[src/rtl/p8_pkg.sv]
// Shared types, constants and priority-encoder helpers for the posit8 -> fp32 sequencer.
//   state_e        : controller FSM states
//   P8_* / FP32_*  : special-value encodings bypassed around the converter
//   lowest_set     : index of the lowest set bit of a lane mask
//   next_set_above : index of the lowest set bit strictly above ptr (0 if none)
//   has_set_above  : 1 if any bit strictly above ptr is set
package p8_pkg;

  typedef enum logic {IDLE, RUN} state_e;

  localparam logic [7:0]  P8_ZERO   = 8'h00;
  localparam logic [7:0]  P8_NAR    = 8'h80;
  localparam logic [31:0] FP32_ZERO = 32'h0000_0000;
  localparam logic [31:0] FP32_NAR  = 32'h7FC0_0000;

  // Helpers work on a fixed-width mask; callers zero-extend their LANES-wide masks.
  localparam int unsigned MAX_LANES = 32;
  localparam int unsigned MAX_IDXW  = 5;

  function automatic logic [MAX_IDXW-1:0] lowest_set(input logic [MAX_LANES-1:0] mask);
    logic [MAX_IDXW-1:0] idx;
    idx = '0;
    // Scan downwards so the last hit is the lowest index.
    for (int i = MAX_LANES - 1; i >= 0; i--) begin
      if (mask[i]) idx = MAX_IDXW'(i);
    end
    return idx;
  endfunction

  function automatic logic [MAX_IDXW-1:0] next_set_above(input logic [MAX_LANES-1:0] mask,
                                                         input logic [MAX_IDXW-1:0]  ptr);
    logic [MAX_IDXW-1:0] idx;
    idx = '0;
    for (int i = MAX_LANES - 1; i >= 0; i--) begin
      if (mask[i] && (i > int'(ptr))) idx = MAX_IDXW'(i);
    end
    return idx;
  endfunction

  function automatic logic has_set_above(input logic [MAX_LANES-1:0] mask,
                                         input logic [MAX_IDXW-1:0]  ptr);
    logic found;
    found = 1'b0;
    for (int i = 0; i < MAX_LANES; i++) begin
      if (mask[i] && (i > int'(ptr))) found = 1'b1;
    end
    return found;
  endfunction

endpackage

[src/rtl/p8_fp32_seq_if.sv]
// Stream bundle between the posit load path, the sequencer and the fp32 consumer.
//   in_data/in_mask/in_valid/in_ready : packed posit8 word input (valid/ready)
//   out_data/out_idx/out_last/out_valid/out_ready : fp32 result stream (valid/ready)
//   busy : sequencer is holding a word
// Modport slave is the sequencer side, master is the producer/consumer side.
interface p8_fp32_seq_if #(
  parameter int unsigned LANES = 4,
  parameter int unsigned IDXW  = $clog2(LANES)
);

  logic [8*LANES-1:0] in_data;
  logic [LANES-1:0]   in_mask;
  logic               in_valid;
  logic               in_ready;
  logic [31:0]        out_data;
  logic [IDXW-1:0]    out_idx;
  logic               out_last;
  logic               out_valid;
  logic               out_ready;
  logic               busy;

  modport master (
    output in_data, in_mask, in_valid, out_ready,
    input  in_ready, out_data, out_idx, out_last, out_valid, busy
  );

  modport slave (
    input  in_data, in_mask, in_valid, out_ready,
    output in_ready, out_data, out_idx, out_last, out_valid, busy
  );

endinterface

[src/rtl/p8_fp32.sv]
// Combinational posit<8,0> to IEEE-754 single-precision converter.
//   posit : posit8 input word
//   fp32  : converted value (exact; every posit8 value is representable)
// Zero and NaR are not special-cased here; the sequencer bypasses them.
module p8_fp32 (
  input  logic [7:0]  posit,
  output logic [31:0] fp32
);

  logic       sign;
  logic [6:0] body;
  logic [3:0] run;
  logic       found;
  logic [7:0] exp_f;
  logic [6:0] frac;

  always_comb begin
    sign  = posit[7];
    // Low 7 bits of the two's complement magnitude.
    body  = sign ? (~posit[6:0] + 7'd1) : posit[6:0];

    // Regime: run length of bits equal to the leading body bit.
    run   = 4'd0;
    found = 1'b0;
    for (int i = 6; i >= 0; i--) begin
      if (!found) begin
        if (body[i] == body[6]) run = run + 4'd1;
        else                    found = 1'b1;
      end
    end

    // es=0, so scale = k: ones-run gives k=run-1, zeros-run gives k=-run.
    exp_f = body[6] ? (8'd126 + {4'd0, run}) : (8'd127 - {4'd0, run});
    // Dropping regime and terminator leaves the fraction top-aligned.
    frac  = body << (run + 4'd1);
    fp32  = {sign, exp_f, frac, 16'd0};
  end

endmodule

[src/rtl/p8_fp32_seq.sv]
// Sequencer feeding packed posit8 lanes through one shared p8_fp32 converter,
// one enabled lane per cycle, onto a registered fp32 valid/ready stream.
//   clk  : rising-edge clock
//   rst  : asynchronous active-high reset
//   bus  : p8_fp32_seq_if slave (input word stream, output result stream, busy)
// Lanes are emitted in ascending index order; masked lanes take no cycles.
// Zero and NaR lanes bypass the converter.
module p8_fp32_seq
  import p8_pkg::*;
#(
  parameter int unsigned LANES = 4,
  parameter int unsigned IDXW  = $clog2(LANES)
) (
  input  logic         clk,
  input  logic         rst,
  p8_fp32_seq_if.slave bus
);

  state_e             state_q, state_d;
  logic [8*LANES-1:0] hold_data_q, hold_data_d;
  logic [LANES-1:0]   hold_mask_q, hold_mask_d;
  logic [IDXW-1:0]    ptr_q, ptr_d;
  logic [31:0]        out_data_q, out_data_d;
  logic [IDXW-1:0]    out_idx_q, out_idx_d;
  logic               out_last_q, out_last_d;
  logic               out_valid_q, out_valid_d;

  logic [7:0]         lane;
  logic [31:0]        conv_out;
  logic [31:0]        result;
  logic               load;
  logic               last_lane;
  logic               accept;

  // Converter input is forced to zero outside RUN so nothing toggles while idle.
  assign lane = (state_q == RUN) ? hold_data_q[{ptr_q, 3'b000} +: 8] : P8_ZERO;

  p8_fp32 u_conv (
    .posit (lane),
    .fp32  (conv_out)
  );

  always_comb begin
    if (lane == P8_ZERO)     result = FP32_ZERO;
    else if (lane == P8_NAR) result = FP32_NAR;
    else                     result = conv_out;
  end

  assign bus.in_ready = (state_q == IDLE) && !rst;
  assign accept       = bus.in_valid && bus.in_ready;
  // A new result may enter the output register if it is empty or draining this edge.
  assign load         = (state_q == RUN) && (!out_valid_q || bus.out_ready);
  assign last_lane    = !has_set_above(MAX_LANES'(hold_mask_q), MAX_IDXW'(ptr_q));

  always_comb begin
    state_d     = state_q;
    hold_data_d = hold_data_q;
    hold_mask_d = hold_mask_q;
    ptr_d       = ptr_q;
    out_data_d  = out_data_q;
    out_idx_d   = out_idx_q;
    out_last_d  = out_last_q;
    out_valid_d = out_valid_q && !bus.out_ready;

    unique case (state_q)
      IDLE: begin
        if (accept) begin
          hold_data_d = bus.in_data;
          hold_mask_d = bus.in_mask;
          ptr_d       = IDXW'(lowest_set(MAX_LANES'(bus.in_mask)));
          // An all-masked word is consumed without producing output.
          if (bus.in_mask != '0) state_d = RUN;
        end
      end
      RUN: begin
        if (load) begin
          out_data_d         = result;
          out_idx_d          = ptr_q;
          out_last_d         = last_lane;
          out_valid_d        = 1'b1;
          hold_mask_d[ptr_q] = 1'b0;
          ptr_d              = IDXW'(next_set_above(MAX_LANES'(hold_mask_q), MAX_IDXW'(ptr_q)));
          if (last_lane) state_d = IDLE;
        end
      end
      default: state_d = IDLE;
    endcase
  end

  always_ff @(posedge clk or posedge rst) begin
    if (rst) begin
      state_q     <= IDLE;
      hold_data_q <= '0;
      hold_mask_q <= '0;
      ptr_q       <= '0;
      out_data_q  <= '0;
      out_idx_q   <= '0;
      out_last_q  <= 1'b0;
      out_valid_q <= 1'b0;
    end else begin
      state_q     <= state_d;
      hold_data_q <= hold_data_d;
      hold_mask_q <= hold_mask_d;
      ptr_q       <= ptr_d;
      out_data_q  <= out_data_d;
      out_idx_q   <= out_idx_d;
      out_last_q  <= out_last_d;
      out_valid_q <= out_valid_d;
    end
  end

  assign bus.out_data  = out_data_q;
  assign bus.out_idx   = out_idx_q;
  assign bus.out_last  = out_last_q;
  assign bus.out_valid = out_valid_q;
  assign bus.busy      = (state_q == RUN);

endmodule

[src/flat_wrapper.sv]
// flat-port wrapper written by rule: the top's interface ports become plain ports
module p8_fp32_seq_flat import p8_pkg::*;
#(
  parameter int unsigned LANES = 4,
  parameter int unsigned IDXW  = $clog2(LANES)
)
  (clk, rst, bus_in_data, bus_in_mask, bus_in_valid, bus_out_ready, bus_in_ready, bus_out_data, bus_out_idx, bus_out_last, bus_out_valid, bus_busy);
  p8_fp32_seq_if #(.LANES(LANES), .IDXW(IDXW)) bus_i ();
  input  logic clk;
  input  logic rst;
  input wire logic [$bits(bus_i.in_data)-1:0] bus_in_data;
  input wire logic [$bits(bus_i.in_mask)-1:0] bus_in_mask;
  input wire logic [$bits(bus_i.in_valid)-1:0] bus_in_valid;
  input wire logic [$bits(bus_i.out_ready)-1:0] bus_out_ready;
  output wire logic [$bits(bus_i.in_ready)-1:0] bus_in_ready;
  output wire logic [$bits(bus_i.out_data)-1:0] bus_out_data;
  output wire logic [$bits(bus_i.out_idx)-1:0] bus_out_idx;
  output wire logic [$bits(bus_i.out_last)-1:0] bus_out_last;
  output wire logic [$bits(bus_i.out_valid)-1:0] bus_out_valid;
  output wire logic [$bits(bus_i.busy)-1:0] bus_busy;
  assign bus_i.in_data = bus_in_data;
  assign bus_i.in_mask = bus_in_mask;
  assign bus_i.in_valid = bus_in_valid;
  assign bus_i.out_ready = bus_out_ready;
  assign bus_in_ready = bus_i.in_ready;
  assign bus_out_data = bus_i.out_data;
  assign bus_out_idx = bus_i.out_idx;
  assign bus_out_last = bus_i.out_last;
  assign bus_out_valid = bus_i.out_valid;
  assign bus_busy = bus_i.busy;
  p8_fp32_seq #(.LANES(LANES), .IDXW(IDXW)) u_core (.clk(clk), .rst(rst), .bus(bus_i));
endmodule
[config.mk]
export PLATFORM = sky130hd
export DESIGN_NAME = p8_fp32_seq_flat
export DESIGN_NICKNAME = d
export VERILOG_FILES = /design/src/rtl/p8_pkg.sv /design/src/rtl/p8_fp32_seq_if.sv /design/src/rtl/p8_fp32.sv /design/src/rtl/p8_fp32_seq.sv /design/src/flat_wrapper.sv
export SDC_FILE = /design/constraint.sdc
export NUM_CORES = 1
export LEC_CHECK = 0
export ABC_AREA = 1
export CELL_PAD_IN_SITES_DETAIL_PLACEMENT = 0
export CELL_PAD_IN_SITES_GLOBAL_PLACEMENT = 1
export CORE_ASPECT_RATIO = 2
export CORE_MARGIN = 2
export CORE_UTILIZATION = 40
export CTS_BUF_LIST = sky130_fd_sc_hd__clkbuf_8
export DETAILED_ROUTE_END_ITERATION = 8
export PLACE_DENSITY_LB_ADDON = 0.25
export SYNTH_ARGS = -nofsm -noshare
export SYNTH_HDL_FRONTEND = slang
export SYNTH_SLANG_ARGS = --single-unit
[constraint.sdc]
create_clock -name clk -period 7.7 [get_ports clk]
set_input_delay 1.155 -clock clk [delete_from_list [all_inputs] [get_ports clk]]
set_output_delay 1.155 -clock clk [all_outputs]
set_load 0.02 [all_outputs]
Word-level counts from Yosys, hierarchy flattened
Index checks and enable logic that the tools add are counted.
{"block": "totals", "word_cells": 105, "out_inout_bits": 38, "ff_bits": 75}
{"block": "classes", "mux": 50, "order_cmp": 5, "n_eq_ne": 9, "reduce_logical": 18, "addsub": 9, "n_shift": 2, "bitwise": 4}
{"op": "32-bit 2-to-1 mux", "n": 2}
{"op": "4-bit 2-to-1 mux", "n": 11}
{"op": "32-bit by 6-bit indexed part select with 8-bit output", "n": 1}
{"op": "4-bit by 1-bit adder with 4-bit output, second input constant", "n": 5}
{"op": "2-bit 2-to-1 mux", "n": 10}
{"op": "1-bit 2-to-1 mux", "n": 19}
{"op": "8-bit 2-to-1 mux", "n": 2}
{"op": "7-bit by 4-bit adder with 8-bit output, first input constant", "n": 1}
{"op": "8-bit == test, second input constant", "n": 1}
{"op": "1-bit logical AND", "n": 8}
{"op": "8-bit zero test", "n": 1}
{"op": "4-bit one-hot mux with 2 select lines", "n": 1}
{"op": "7-bit by 4-bit subtractor with 8-bit output, first input constant", "n": 1}
{"op": "7-bit by 1-bit adder with 7-bit output, second input constant", "n": 1}
{"op": "7-bit 2-to-1 mux", "n": 1}
{"op": "7-bit inverter", "n": 1}
{"op": "7-bit by 4-bit << shifter with 7-bit output", "n": 1}
{"op": "1-bit == test", "n": 6}
{"op": "2-bit AND reduction", "n": 3}
{"op": "4-bit bitwise AND", "n": 1}
{"op": "2-bit > comparator, first input constant", "n": 2}
{"op": "1-bit zero test", "n": 4}
{"op": "4-bit inverter", "n": 1}
{"op": "2-bit one-hot mux with 2 select lines", "n": 1}
{"op": "other kinds (12)", "n": 12}

Longest topological paths before layout
Gate-level depths: netlist of the first run.
{"block": "depth", "ltp_word": 26, "depth_mapped": 34, "depth_no_buf": 32}

Modules after synthesis
From an unflattened synthesis of the first run, not the netlist that was laid out.
{"block": "hier_totals", "hier_cells": 658, "area_unflattened_um2": 4604.4}
{"module": "p8_fp32_seq", "instances": 1, "cells_per_inst": 489, "area_per_inst_um2": 3634.7}
{"module": "p8_fp32", "instances": 1, "cells_per_inst": 169, "area_per_inst_um2": 969.7}

Worst setup path after synthesis of the first run
OpenSTA, ideal clock, no wires.
{"block": "synth_path", "kind": "register to register", "from": "register u_core.state_q, in the netlist u_core.bus.busy", "to": "register u_core.out_data_q[22], in the netlist u_core.bus.out_data[22]", "path_stages_with_launch": 28, "slack_ns": 4.243, "synth_period_minus_slack_ns": 3.457, "arrival_time_ns": 3.340, "path_buffers": 1, "cell_sequence": "dfrtp_1 clkbuf_1 nand2_1 ha_1 nand2_1 nor2_2 nand2_2 nand2_1 nand2_2 nand2_2 nand2_1 nand2_1 nor2_2 nand3_1 inv_1 nor2_1 mux2i_1 nand2_1 nand2_1 inv_1 ha_1 inv_1 nand3_2 nand3_1 nand3_1 nand2_1 nand2_1 nand2_1"}
{"block": "synth_between", "elab_chain_len": 25, "word_cells_on_any_way": 43, "cone_classes": "add/sub (7); eq/ne (7); shift (1); mux (24); bitwise (1); reduce/logical (3)"}
{"element": "start: declaration", "line": "p8_fp32_seq.sv:19", "rtl": "state_e state_q, state_d;"}
{"element": "start signal: assignment", "line": "p8_fp32_seq.sv:101", "rtl": "state_q <= state_d;"}
{"element": "8-bit 2-to-1 mux", "line": "p8_fp32_seq.sv:36", "rtl": "assign lane = (state_q == RUN) ? hold_data_q[{ptr_q, 3'b000} +: 8] : P8_ZERO;"}
{"element": "7-bit inverter", "line": "p8_fp32.sv:20", "rtl": "body = sign ? (~posit[6:0] + 7'd1) : posit[6:0];"}
{"element": "7-bit by 1-bit adder with 7-bit output", "line": "p8_fp32.sv:20"}
{"element": "7-bit 2-to-1 mux", "line": "p8_fp32.sv:20"}
{"element": "1-bit == test", "line": "p8_fp32.sv:27", "rtl": "if (body[i] == body[6]) run = run + 4'd1;"}
{"element": "2-bit 2-to-1 mux", "line": "p8_fp32.sv:27"}
{"element": "2-bit by 1-bit adder with 3-bit output", "line": "p8_fp32.sv:27"}
{"element": "3-bit 2-to-1 mux", "line": "p8_fp32.sv:27"}
{"element": "[9 not listed]"}
{"element": "4-bit 2-to-1 mux", "line": "p8_fp32.sv:26", "rtl": "if (!found) begin"}
{"element": "4-bit by 1-bit adder with 4-bit output", "line": "p8_fp32.sv:27"}
{"element": "4-bit 2-to-1 mux", "line": "p8_fp32.sv:27"}
{"element": "4-bit 2-to-1 mux", "line": "p8_fp32.sv:26"}
{"element": "4-bit by 1-bit adder with 4-bit output", "line": "p8_fp32.sv:35", "rtl": "frac = body << (run + 4'd1);"}
{"element": "7-bit by 4-bit << shifter with 7-bit output", "line": "p8_fp32.sv:35"}
{"element": "32-bit 2-to-1 mux", "line": "p8_fp32_seq.sv:45", "rtl": "else if (lane == P8_NAR) result = FP32_NAR;"}
{"element": "32-bit 2-to-1 mux", "line": "p8_fp32_seq.sv:44", "rtl": "if (lane == P8_ZERO) result = FP32_ZERO;"}
{"element": "end signal: assignment", "line": "p8_fp32_seq.sv:105", "rtl": "out_data_q <= out_data_d;"}
{"element": "end: declaration", "line": "p8_fp32_seq.sv:23", "rtl": "logic [31:0] out_data_q, out_data_d;"}
Several ways; a longest one is shown, not always the timed one.
A chain may end at the register's enable or synchronous reset.

Worst setup path in the final report of the first run
{"block": "layout_path", "from": "register u_core.ptr_q[0]", "to": "register u_core.out_data_q[22], in the netlist u_core.bus.out_data[22]"}
{"block": "layout_between", "elab_chain_len": 26, "word_cells_on_any_way": 42, "cone_classes": "add/sub (7); eq/ne (7); shift (2); mux (24); bitwise (1); reduce/logical (1)"}
{"element": "start: declaration", "line": "p8_fp32_seq.sv:22", "rtl": "logic [IDXW-1:0] ptr_q, ptr_d;"}
{"element": "start signal: assignment", "line": "p8_fp32_seq.sv:104", "rtl": "ptr_q <= ptr_d;"}
{"element": "32-bit by 6-bit indexed part select with 8-bit output *", "line": "p8_fp32_seq.sv:36"}
{"element": "8-bit 2-to-1 mux *", "line": "p8_fp32_seq.sv:36"}
{"element": "7-bit inverter", "line": "p8_fp32.sv:20"}
{"element": "7-bit by 1-bit adder with 7-bit output", "line": "p8_fp32.sv:20"}
{"element": "7-bit 2-to-1 mux", "line": "p8_fp32.sv:20"}
{"element": "1-bit == test", "line": "p8_fp32.sv:27"}
{"element": "2-bit 2-to-1 mux", "line": "p8_fp32.sv:27"}
{"element": "2-bit by 1-bit adder with 3-bit output", "line": "p8_fp32.sv:27"}
{"element": "[10 not listed]"}
{"element": "4-bit 2-to-1 mux", "line": "p8_fp32.sv:26"}
{"element": "4-bit by 1-bit adder with 4-bit output", "line": "p8_fp32.sv:27"}
{"element": "4-bit 2-to-1 mux", "line": "p8_fp32.sv:27"}
{"element": "4-bit 2-to-1 mux", "line": "p8_fp32.sv:26"}
{"element": "4-bit by 1-bit adder with 4-bit output", "line": "p8_fp32.sv:35"}
{"element": "7-bit by 4-bit << shifter with 7-bit output", "line": "p8_fp32.sv:35"}
{"element": "32-bit 2-to-1 mux", "line": "p8_fp32_seq.sv:45"}
{"element": "32-bit 2-to-1 mux *", "line": "p8_fp32_seq.sv:44"}
Every way passes the cells marked *; elsewhere a longest branch is shown, timed or not.

==> results of run 1 <==
==> stage by stage <==
step           cell area [um^2]  std cells   util
6_report                   4180        630  0.507
5_1_grt                    4180        630  0.507
4_1_cts                    4180        630  0.507
3_5_place_dp               3960        615  0.481
3_3_place_gp               3960        615  0.481
2_1_floorplan              3430        485      -
==> worst max-delay path: cells and delay by family, from the launching register on <==
kind / cells / cell delay (ns)
buffers and inverters: 4 / 0.53
multiplexers: 1 / 0.12
adder cells (fa/ha/maj): 2 / 0.62
AND/OR/NAND/NOR: 23 / 2.18
flip-flops: 1 / 0.68
==> cells in the mapped netlist, types with 3 or more instances <==
library cell and instances:
sky130_fd_sc_hd__inv_1 30, sky130_fd_sc_hd__a21oi_1 10, sky130_fd_sc_hd__clkbuf_1 9, sky130_fd_sc_hd__nand2_2 10, sky130_fd_sc_hd__nor2_1 15, sky130_fd_sc_hd__o21ai_0 22, sky130_fd_sc_hd__buf_6 5, sky130_fd_sc_hd__nor3_1 3
sky130_fd_sc_hd__nor2_2 4, sky130_fd_sc_hd__inv_2 6, sky130_fd_sc_hd__nand3_1 24, sky130_fd_sc_hd__a22o_1 3, sky130_fd_sc_hd__o21ai_2 4, sky130_fd_sc_hd__nand2_1 213, sky130_fd_sc_hd__ha_1 5, sky130_fd_sc_hd__dfrtp_1 57
sky130_fd_sc_hd__nand4_1 4, sky130_fd_sc_hd__buf_4 18, sky130_fd_sc_hd__o21ai_1 8
==> worst paths after layout <==
check / from / end / slack [ns] / depth (start not counted)
max in group asynchronous: rst / u_core.bus.out_data[22] / 5.87 / 3
min: u_core.bus.out_data[22] / u_core.bus.out_data[22] / 0.47 / 2
max: u_core.ptr_q[0] / u_core.bus.out_data[22] / 3.45 / 30
min in group asynchronous: rst / u_core.bus.out_idx[0] / 1.36 / 3
min reg2reg: u_core.bus.out_data[22] / u_core.bus.out_data[22] / 0.47 / 2
max reg2reg: u_core.ptr_q[0] / u_core.bus.out_data[22] / 3.45 / 30
==> area by class of cell <==
cell class                      count  area share
Tap cell                           98      0.0294
Sequential cell                    57       0.341
Clock inverter                      2     0.00839
Inverter                           38      0.0347
Multi-Input combinational cell    358       0.392
Clock buffer                       13      0.0428
Timing Repair Buffer               64       0.152
==> cell families after synthesis <==
kind of cell	count (synthesis)
adder cells (fa/ha/maj)	5
multiplexers	1
other	2
XOR/XNOR	3
AND/OR/NAND/NOR	277
buffers and inverters	70
flip-flops	57
AO/OA/AOI/OAI	55
==> routing by layer <==
layer	up-vias	global-route usage
met5	-	0
met4	0	0.0969
met3	18	0.0419
met2	73	0.363
met1	1430	0.198
li1	1559	-
==> registers in the layout, indices dropped and copies added, names as in the netlist <==
register / flops
u_core.ptr_q: 2
u_core.bus.out_valid: 1
u_core.hold_data_q: 32
u_core.hold_mask_q: 3
u_core.bus.out_data: 15
u_core.bus.out_last: 1
u_core.bus.out_idx: 2
u_core.bus.busy: 1
==> flow_summary.ini, run 1 <==
[synthesis]
postSynthCellCount = 470
synthDominantAreaCellType = sky130_fd_sc_hd__dfrtp_1
yosys_warnings = 0
synth_top_cell_area_share = 0.422
synthXorXnorAreaFrac = 0.00778
synth.yosys.seq_area_share = 0.422
yosys_most_used_dff = sky130_fd_sc_hd__dfrtp_1
yosysUniqueCellTypes = 35
postSynthAreaPerCell_um2 = 7.19
syn-cell-area_mm2 = 0.00338
synth_seq_cells = 57
synth_top_family_by_area = simple AND/OR/NAND/NOR gates
muxShareOfSynthArea = 0.00296
synth_compound_area_frac = 0.0960
synth_edf_count = 0
post_synth_fa_ha_maj_area_fraction = 0.0185
synth_area_leaders = sky130_fd_sc_hd__dfrtp_1 (42%), sky130_fd_sc_hd__nand2_1 (24%), sky130_fd_sc_hd__buf_4 (4.0%)
synth_simple_gate_area_share = 0.340
synth-async-reset-ratio = 1.00

[global_route]
antenna_violations_before_repair = 0
pin_count_of_the_biggest_net_entering_global_routing = 58
grt-ovfl-total = 0
track_usage = 0.198
grt_pass1_vias = 3039
grt_first_pass_wirelength_um = 13700

[timing]
layout_setup_ws_ns = 3.45
fmaxAchievable_mhz = 235
final_max_slew_viol_count = 0
rsz_0062_raised_after_global_routing = false
fin_hold_ws_ns = 0.475
hold_viol_final = 0
tns_ns = 0
skew_ns = 0.00650
tightest_slew_ns = 0.855
relative_slew_slack = 0.426
period_share = 0.552
setup_viol = 0
layout_min_cycle_time_ns = 4.25

[run]
max_cap_viol_count = 0

[detailed_routing]
m1WireLength_um = 2980
route.detailed.wl_per_inst_um = 12.8
vias = 3080
met2_length_um = 4580
post-route-drc-count = 0
avgViaCountPerCell = 4.89
routed_wirelength_um = 8090
postRouteAntennaNets = 0
met3WireLength_um = 253
detail_route.first_pass.iterations = 4
routed.top_layer = met4
detail_route.iter0.violations = 81

[critical_path]
endpoint_kind = flip-flop
setup.worst_path.start_class = flip-flop
worst-path-max-fanout = 16
arrival_ns = 4.49
critical_path_class = reg2reg
cp_data_required_time_ns = 7.94
critical_path.max_stage_delay_ns = 0.68
critPathSlowestCell = sky130_fd_sc_hd__dfrtp_1
cpMostUsedCell = sky130_fd_sc_hd__nand2_1

[placement]
dp_worst_setup_slack_ns = 3.45
detailedPlacementHpwl_um = 6240
numPortBuffers = 61
place_congestion = 0.862

[run_status]
result_of_the_run = finished clean

[clock_network]
cts_repair_resize_count = 0
cts_post_setup_buffers_inserted = 0
cts_buffers = 9
worst_skew_pair.late_latency_ns = 0.34
clk_transition_reported_paths_ns = 0.06
htree_levels = 3
clock_tree.root_cell = sky130_fd_sc_hd__clkbuf_8
cts_max_path_buffers = 2
clock_sinks = 57
tritoncts = built
number_of_buffers_added_to_fix_hold_violations_after_cts = 0

[finish]
multi_input_gate_area_in_the_final_layout_mm2 = 0.00164
area_growth_syn_to_layout_pct = 23.7
final_nets = 573
most-common-layout-cells = sky130_fd_sc_hd__nand2_1 (213), sky130_fd_sc_hd__clkdlybuf4s50_1 (61), sky130_fd_sc_hd__dfrtp_1 (57)
post_route_cells_drive_above_1_share = 0.0902
n_antenna_cell = 0
register_area_mm2 = 0.00143
filler_cell_count = 870
final_common_cell = sky130_fd_sc_hd__nand2_1

[die]
starting_density_of_the_core = 0.410
rows = 47
design.die.area_mm2 = 0.00924
floorplan.die.height_um = 134
top_level_ports = 78
core-area_mm2 = 0.00823
die_x_um = 69.0

[worst_hold_path]
timing.hold.worst.class = reg2reg
Power of run 1 is left out: the tool's default activity adds up to more than one toggle a clock period on the data nets, which glitch-free logic cannot reach.
==> run 2: changes to the inputs <==
- CORE_UTILIZATION: 40 -> 37
- clock period: 7.7 -> 4.3 ns (I/O delays scaled with it)
==> run 2 against run 1 <==
  * Global-route usage down 2.1 points
  * Worst setup slack worse by 3.0 ns
  * Hold slack better by 0.00090 ns
  * Via count down 2.5%
  * Core utilization down 3.7 points
  * Routed wire length up 2.3%
  * Clock-buffer cell count down 1
  * Flip-flop and latch count unchanged
  * First-iteration DRC count up 31%
  * Critical path depth unchanged
  * Design area up 0.87%
  * Critical endpoint unchanged
  * Highest routed layer unchanged
==> flow_summary.ini, run 2 (synthesized netlist as in run 1, its figures left out) <==
[critical_path]
critical_path_class = reg2reg
endpoint_kind = flip-flop
critical_path.max_stage_delay_ns = 0.44
cp_data_required_time_ns = 4.53
cpMostUsedCell = sky130_fd_sc_hd__nand2_1
arrival_ns = 4.04
worst-path-max-fanout = 13
setup.worst_path.start_class = flip-flop
critPathSlowestCell = sky130_fd_sc_hd__dfrtp_2

[die]
top_level_ports = 78
design.die.area_mm2 = 0.00995
rows = 49
floorplan.die.height_um = 139
die_x_um = 71.6
core-area_mm2 = 0.00895
starting_density_of_the_core = 0.377

[global_route]
track_usage = 0.177
grt-ovfl-total = 0
pin_count_of_the_biggest_net_entering_global_routing = 36
grt_first_pass_wirelength_um = 13800
grt_pass1_vias = 3053
antenna_violations_before_repair = 0

[finish]
largest_register_ffs = 32
register_area_mm2 = 0.00143
n_antenna_cell = 0
final_common_cell = sky130_fd_sc_hd__nand2_1
most-common-layout-cells = sky130_fd_sc_hd__nand2_1 (213), sky130_fd_sc_hd__clkdlybuf4s50_1 (61), sky130_fd_sc_hd__dfrtp_1 (56)
filler_cell_count = 933
post_route_cells_drive_above_1_share = 0.103
regMostFlops = u_core.hold_data_q
final_nets = 577
area_growth_syn_to_layout_pct = 24.8
multi_input_gate_area_in_the_final_layout_mm2 = 0.00166

[timing]
setup_viol = 0
fmaxAchievable_mhz = 262
layout_min_cycle_time_ns = 3.82
tns_ns = 0
rsz_0062_raised_after_global_routing = false
relative_slew_slack = 0.460
tightest_slew_ns = 0.805
hold_viol_final = 0
period_share = 0.887
final_max_slew_viol_count = 0
skew_ns = 0.00936

[placement]
detailedPlacementHpwl_um = 6420
place_congestion = 0.888
numPortBuffers = 61

[detailed_routing]
route.detailed.wl_per_inst_um = 13.0
avgViaCountPerCell = 4.71
detail_route.iter0.violations = 106
post-route-drc-count = 0
postRouteAntennaNets = 0
routed_wirelength_um = 8280
vias = 3003
detail_route.first_pass.iterations = 4

[clock_network]
clock_sinks = 57
cts_buffers = 9
clock_tree.root_cell = sky130_fd_sc_hd__clkbuf_8
cts_max_path_buffers = 2
clk_transition_reported_paths_ns = 0.06
number_of_buffers_added_to_fix_hold_violations_after_cts = 0
worst_skew_pair.late_latency_ns = 0.34
htree_levels = 3
tritoncts = built

[run]
max_cap_viol_count = 0

[run_status]
result_of_the_run = finished clean

[worst_hold_path]
timing.hold.worst.class = reg2reg
run 2: final cells by class:
cell class	instances	area share
well taps	102	0.0303
multi-input cells	358	0.393
clock buffers	12	0.0392
clock inverters	3	0.00386
inverters	38	0.0344
flip-flops and latches	57	0.339
repair buffers	68	0.160
run 2: layer usage:
layer | GRT usage | vias to the layer above | part of all wire | wire length, um
li1 | - | 1568 | - | -
met1 | 0.180 | 1352 | 0.38 | 3170
met2 | 0.324 | 66 | 0.55 | 4580
met3 | 0.0334 | 17 | 0.029 | 236
met4 | 0.102 | 0 | 0.035 | 287
met5 | 0 | - | 0 | 0
run 2: timing repair:
item                       CTS  global route
setup buffers                0             2
gates resized for setup      0             5
setup endpoints to repair    0             7
run 2: path summary, 6_finish.rpt:
| kind | start | end | slack (ns) | depth (start not counted) |
|---|---|---|---|---|
| worst min register to register | u_core.bus.out_data[20] | u_core.bus.out_data[20] | 0.48 | 2 |
| worst max-delay path | u_core.ptr_q[0] | u_core.bus.out_data[22] | 0.48 | 30 |
| min in group asynchronous | rst | u_core.bus.out_idx[0] | 0.77 | 2 |
| max in group asynchronous | rst | u_core.hold_data_q[27] | 2.71 | 3 |
| worst min-delay path | u_core.bus.out_data[20] | u_core.bus.out_data[20] | 0.48 | 2 |
| worst max register to register | u_core.ptr_q[0] | u_core.bus.out_data[22] | 0.48 | 30 |
run 2: per-stage QoR:
step	setup slack (ns)	area (um^2)	utilization	cells	hold slack, ns
finish	0.484	4210	0.471	638	0.476
CTS	0.0431	4170	0.465	636	0.484
detailed placement	0.0611	3980	0.445	621	0.466
global placement	0.239	3980	0.445	621	0.465
global route	0.0585	4210	0.471	638	0.496
floorplan	0.843	3430	-	485	0.449
run 2: critical path, delay by kind of cell, from the launching register on:
family	cells	cell delay [ns]
fa+ha+maj	2	0.62
buf+inv	4	0.47
flops	1	0.44
mux	1	0.14
simple gates	23	2.02
Power of run 2 is left out for the same reason.
